**config.mk**
```make
export PLATFORM = sky130hd
export DESIGN_NAME = lca_result_collector
export DESIGN_NICKNAME = d
export VERILOG_FILES = /design/src/rtl/lca_pkg.sv /design/src/rtl/sync_fwft_fifo.sv /design/src/rtl/lca_result_collector.sv
export SDC_FILE = /design/constraint.sdc
export NUM_CORES = 1
export LEC_CHECK = 0
export CORE_ASPECT_RATIO = 1.25
export CORE_MARGIN = 2
export CORE_UTILIZATION = 45
export DETAILED_ROUTE_END_ITERATION = 16
export SYNTH_ARGS = -nofsm -noshare
export SYNTH_HDL_FRONTEND = slang
export SYNTH_SLANG_ARGS = --single-unit
```
**constraint.sdc**
```tcl
create_clock -name clk -period 8.2 [get_ports clk]
set_clock_uncertainty 0.05 [all_clocks]
set_input_delay 1.23 -clock clk [delete_from_list [all_inputs] [get_ports clk]]
set_output_delay 1.23 -clock clk [all_outputs]
set_load 0.005 [all_outputs]
```
**src/rtl/lca_pkg.sv**
```systemverilog
// Shared defaults and result record for the lookahead-carry adder result path.
package lca_pkg;

    localparam int unsigned LCA_WIDTH   = 64;
    localparam int unsigned LCA_LATENCY = 4;
    localparam int unsigned LCA_DEPTH   = 8;

    typedef struct packed {
        logic                 cout;
        logic [LCA_WIDTH-1:0] sum;
    } lca_result_t;

endpackage

```
**src/rtl/sync_fwft_fifo.sv**
```systemverilog
// Single-clock first-word-fall-through FIFO; head is read combinationally from storage.
module sync_fwft_fifo #(
    parameter int unsigned WIDTH = 65,
    parameter int unsigned DEPTH = 8,
    localparam int unsigned AW   = $clog2(DEPTH),
    localparam int unsigned CW   = AW + 1
) (
    input  logic             clk,
    input  logic             rst,
    input  logic             i_wr_en,
    input  logic [WIDTH-1:0] i_wr_data,
    input  logic             i_rd_en,
    output logic [WIDTH-1:0] o_rd_data,
    output logic [CW-1:0]    o_count,
    output logic             o_full,
    output logic             o_empty
);

    logic [WIDTH-1:0] r_mem [DEPTH];
    logic [AW-1:0]    r_wr_ptr;
    logic [AW-1:0]    r_rd_ptr;
    logic [CW-1:0]    r_count;
    logic             w_do_wr;
    logic             w_do_rd;

    assign o_full    = (r_count == CW'(DEPTH));
    assign o_empty   = (r_count == '0);
    assign o_count   = r_count;
    assign o_rd_data = r_mem[r_rd_ptr];

    assign w_do_rd = i_rd_en && !o_empty;
    // A write into a full FIFO is only legal when the head leaves on the same edge.
    assign w_do_wr = i_wr_en && (!o_full || w_do_rd);

    always_ff @(posedge clk) begin
        if (rst) begin
            r_wr_ptr <= '0;
            r_rd_ptr <= '0;
            r_count  <= '0;
            for (int i = 0; i < int'(DEPTH); i++) begin
                r_mem[i] <= '0;
            end
        end else begin
            if (w_do_wr) begin
                r_mem[r_wr_ptr] <= i_wr_data;
                r_wr_ptr        <= r_wr_ptr + AW'(1);
            end
            if (w_do_rd) begin
                r_rd_ptr <= r_rd_ptr + AW'(1);
            end
            if (w_do_wr && !w_do_rd) begin
                r_count <= r_count + CW'(1);
            end else if (!w_do_wr && w_do_rd) begin
                r_count <= r_count - CW'(1);
            end
        end
    end

endmodule

```
**src/rtl/lca_result_collector.sv**
```systemverilog
// Turns the free-running fixed-latency adder pipe into a valid/ready result stream,
// issuing upstream credit so buffered plus in-flight results never exceed DEPTH.
module lca_result_collector
    import lca_pkg::*;
#(
    parameter int unsigned WIDTH   = LCA_WIDTH,
    parameter int unsigned LATENCY = LCA_LATENCY,
    parameter int unsigned DEPTH   = LCA_DEPTH,
    localparam int unsigned CW     = $clog2(DEPTH) + 1
) (
    input  logic             clk,
    input  logic             rst,
    input  logic             issue_valid,
    output logic             issue_ready,
    input  logic [WIDTH-1:0] sum_in,
    input  logic             cout_in,
    output logic             out_valid,
    input  logic             out_ready,
    output logic [WIDTH-1:0] out_sum,
    output logic             out_cout,
    output logic [CW-1:0]    occupancy,
    output logic             ovf_err
);

    logic [LATENCY-1:0] r_tag;
    logic [CW-1:0]      r_inflight;
    logic               r_ovf;
    logic [CW-1:0]      w_fifo_count;
    logic               w_fifo_full;
    logic               w_fifo_empty;
    logic [WIDTH:0]     w_head;
    logic [CW:0]        w_occ_wide;
    logic               w_accept;
    logic               w_capture;
    logic               w_pop;

    assign w_occ_wide  = {1'b0, w_fifo_count} + {1'b0, r_inflight};
    assign issue_ready = (w_occ_wide < (CW + 1)'(DEPTH));
    assign occupancy   = w_occ_wide[CW-1:0];

    assign w_accept  = issue_valid && issue_ready;
    assign w_capture = r_tag[LATENCY-1];
    assign w_pop     = out_valid && out_ready;

    assign out_valid = !w_fifo_empty;
    assign out_sum   = w_head[WIDTH-1:0];
    assign out_cout  = w_head[WIDTH];
    assign ovf_err   = r_ovf;

    always_ff @(posedge clk) begin
        if (rst) begin
            r_tag      <= '0;
            r_inflight <= '0;
            r_ovf      <= 1'b0;
        end else begin
            r_tag[0] <= w_accept;
            for (int k = 1; k < int'(LATENCY); k++) begin
                r_tag[k] <= r_tag[k-1];
            end
            if (w_accept && !w_capture) begin
                r_inflight <= r_inflight + CW'(1);
            end else if (!w_accept && w_capture) begin
                r_inflight <= r_inflight - CW'(1);
            end
            if (w_capture && w_fifo_full && !w_pop) begin
                r_ovf <= 1'b1;
            end
        end
    end

    sync_fwft_fifo #(
        .WIDTH (WIDTH + 1),
        .DEPTH (DEPTH)
    ) u_fifo (
        .clk       (clk),
        .rst       (rst),
        .i_wr_en   (w_capture),
        .i_wr_data ({cout_in, sum_in}),
        .i_rd_en   (out_ready),
        .o_rd_data (w_head),
        .o_count   (w_fifo_count),
        .o_full    (w_fifo_full),
        .o_empty   (w_fifo_empty)
    );

endmodule
```
==> results.md <==
* Origin of the critical flop-to-flop path: u_fifo.o_count[0]
* Syn Inst Count at 1618
* Seq. cell area at 16100 sq um
* Setup CP Type: reg -> out
* RSZ-0062 raised after global routing: false
* Pre-CTS WS at 3.70 ns
* Die ar. at 54500 sq um
* Clock Tree Buf Depth at 3
* Hold Vio Cnt, Final at 0
* Row count at 94
* CP arrival at 3.59 ns
* Share of the synthesized area in the top cell type at 66.0%
* MaxCap Viol Count at 0
* Mapped Area at 23700 sq um
* Maximum vdd drop at 169 uV
* Crit Reg-Reg Endpoint: u_fifo.r_mem[6][4]
* Most common library cell in the layout ignoring fill and taps: nor2_1
* Initial antenna violation count at 3
* Top Family by Delay on Critical Path: buffers and inverters
* Most frequent cells in the layout: nor2_1 (528), edfxtp_1 (520), clkdlybuf4s50_1 (140)
* Clk slew on worst S/H paths at 0.06 ns
* Met1 Usage GRT at 27.9%
* Critical Path End: out_sum[61]
* Nets at 1803
* DRT iter0 DRCs at 967
* Synth Area in XOR/XNOR at 0.333%
* Die X at 209 um
* Worst-Skew Late Latency at 0.56 ns
* First-pass GRT wire length at 87400 um
* Cell taking the most area after synthesis: edfxtp_1
* Sequential share of the synthesized area at 67.8%
* Clk sinks at 542
* Post-synth cell types at 38
* # setup viols final at 0
* Leak pwr at 8.88 nW
* Io pins at 141
* Initial core utilization at 45.2%
* Mux contribution to synthesized area at 15.6%
* Highest-delay cell along the critical path: buf_4
* GRT busiest layer: met2
* Compound-Gate Fraction of Synth Area at 0.824%
* Vias per cell at 5.64
* Met3 GRT Util at 2.90%
* Tot Pwr at 6.97 mW
* Slew HR at 23.4%
* Max Clk Rate at 205 MHz
* Port Buffers at 140
* Flops & latches, synth at 542
* WP depth at 4
* WP data required at 6.92 ns
* Vias in the first global route at 14500
* Simple-gate share of the synthesized area at 11.6%
* Post-route antenna net violation count at 0
* Worst-path maximum fanout at 50
* CP max stage delay at 0.92 ns
* Synth Area in Adders at 0.888%
* Drt wl/cell at 24.1 um
* Syn Nets at 1702
* Syn avg cell area at 14.6 sq um
* CTS tree: yes
* Core area at 52300 sq um
* Status: finished, final reports clean
* # DRC at 0
* Reg-to-reg setup timing slack at 4.77 ns
* Fin. max-slew vios at 0
* Critical Path Source Type: register
* Pin count of the biggest net entering global routing at 79
* Fin crit period at 4.87 ns
* Footprint of the multi-input gates at 7050 sq um
* Area growth from synthesis to layout at 14.5%
* Fill cell count at 4360
* CTS buffer count at 52
* Yosys warnings at 0
* First-pass iteration count of the detailed router at 6
* H-tree levels at 2
* Total gr overflow at 0
* Vias post-DR at 13700
* Post_cts resized at 0
* Root buffer cell: clkbuf_16
* Worst Setup End Kind: output port
* Final worst slack at 3.33 ns
* Grt met2 use at 38.1%
* Least-Margin Pin Slew at 1.15 ns
* Power per cell area at 257 nW/um^2
* Hpwl dp at 30600 um
* Gpl congestion at 0.739
* Drt total wl at 58400 um
* Reg2Reg Depth at 6
* Final setup TNS at 0 ns
* Tot GR Track Use at 21.5%
* Post-CTS Setup Bufs at 0
* Hold WC Path Type: reg -> reg
* Tcrit/Tclk final at 59.4%
* Buf+Inv Stages, Crit Path at 2
* Cell Chain, Critical Path: buf_4 > mux4_2 > mux2_2 > clkdlybuf4s50_1
* Main combinational cell family by area after synthesis: multiplexers
* Share of cells above drive strength 1 at 17.3%
* Die height at 260 um
* Main area contributors after synthesis: edfxtp_1 (66%), mux4_2 (12%), nor2_1 (8.4%)
* Hold Buf Count CTS at 0
-- metal layers --
layer	vias to the layer above	part of all wire, %
li1	6075	-
met1	7056	40
met2	462	52
met3	96	6.0
met4	4	2.5
met5	-	0.039
-- sequential cells by signal, summed over array words and instances, names as in the netlist, named ones only --
register         cells
u_fifo.r_rd_ptr      3
r_tag                4
r_inflight           4
u_fifo.r_wr_ptr      3
u_fifo.o_count       4
ovf_err              1
u_fifo.r_mem       520
-- report_power, final --
| group | internal, mW | switching (mW) | leakage (nW) |
|---|---|---|---|
| Sequential | 3.15 | 0.112 | 5.55 |
| Combinational | 0.824 | 0.632 | 2.58 |
| Clock | 1.27 | 0.986 | 0.757 |
-- kinds of logic after synthesis --
group | count (synthesis)
compound gates | 26
xor+xnor | 9
fa+ha+maj | 15
buf+inv | 124
flops | 542
mux | 199
simple gates | 703
-- Yosys cell counts (all sizes together) --
cell    instances
a211oi          2
a21o            2
a21oi           9
a31o            5
a31oi           2
a41o            3
and2           12
and4            3
buf            85
clkbuf         29
dfxtp          22
edfxtp        520
fa              3
ha             12
inv            10
mux2           67
mux2i           2
mux4          130
nand2         136
nand2b          3
nand3           6
nor2          530
nor2b           5
nor3            3
nor4            2
o21ai           1
o21ba           1
o21bai          1
or3             2
or4             1
xnor2           5
xor2            4
-- final cells by class --
| type | instances | share of cell area, % |
|---|---|---|
| Sequential cell | 542 | 59.3 |
| Multi-Input combinational cell | 952 | 26.0 |
| Timing Repair Buffer | 161 | 5.75 |
| Clock buffer | 75 | 5.31 |
| Tap cell | 672 | 3.10 |
| Clock inverter | 14 | 0.415 |
| Inverter | 10 | 0.138 |
| Antenna cell | 1 | 0.00923 |
-- worst register-to-register path, stage by stage (launching register included) --
cell and delay, ns:
dfxtp_1 0.39, or3_4 0.44, o21ai_4 0.25, inv_2 0.21
nand3_4 0.64, buf_4 0.99, nor2_1 0.18
-- through the flow --
stage / cells / utilization [%] / hold slack (ns) / cell area [sq um]
2_1_floorplan: 1618 / - / 0.364 / 23700
3_3_place_gp: 2337 / 48.8 / 0.366 / 25600
3_5_place_dp: 2337 / 48.8 / 0.380 / 25600
4_1_cts: 2426 / 51.8 / 0.395 / 27100
5_1_grt: 2427 / 51.8 / 0.410 / 27100
6_report: 2427 / 51.8 / 0.391 / 27100
-- how the worst min path moves through the flow --
stage	cells past startpoint	end	slack [ns]	from
after floorplan	1	r_tag[1]	0.36	r_tag[0]
after global placement	1	r_tag[1]	0.37	r_tag[0]
after detailed placement	1	r_tag[1]	0.38	r_tag[0]
after CTS	1	r_tag[1]	0.39	r_tag[0]
after global routing	1	r_tag[1]	0.41	r_tag[0]
final	1	r_tag[1]	0.39	r_tag[0]
Power figures use the tool's default switching activity.
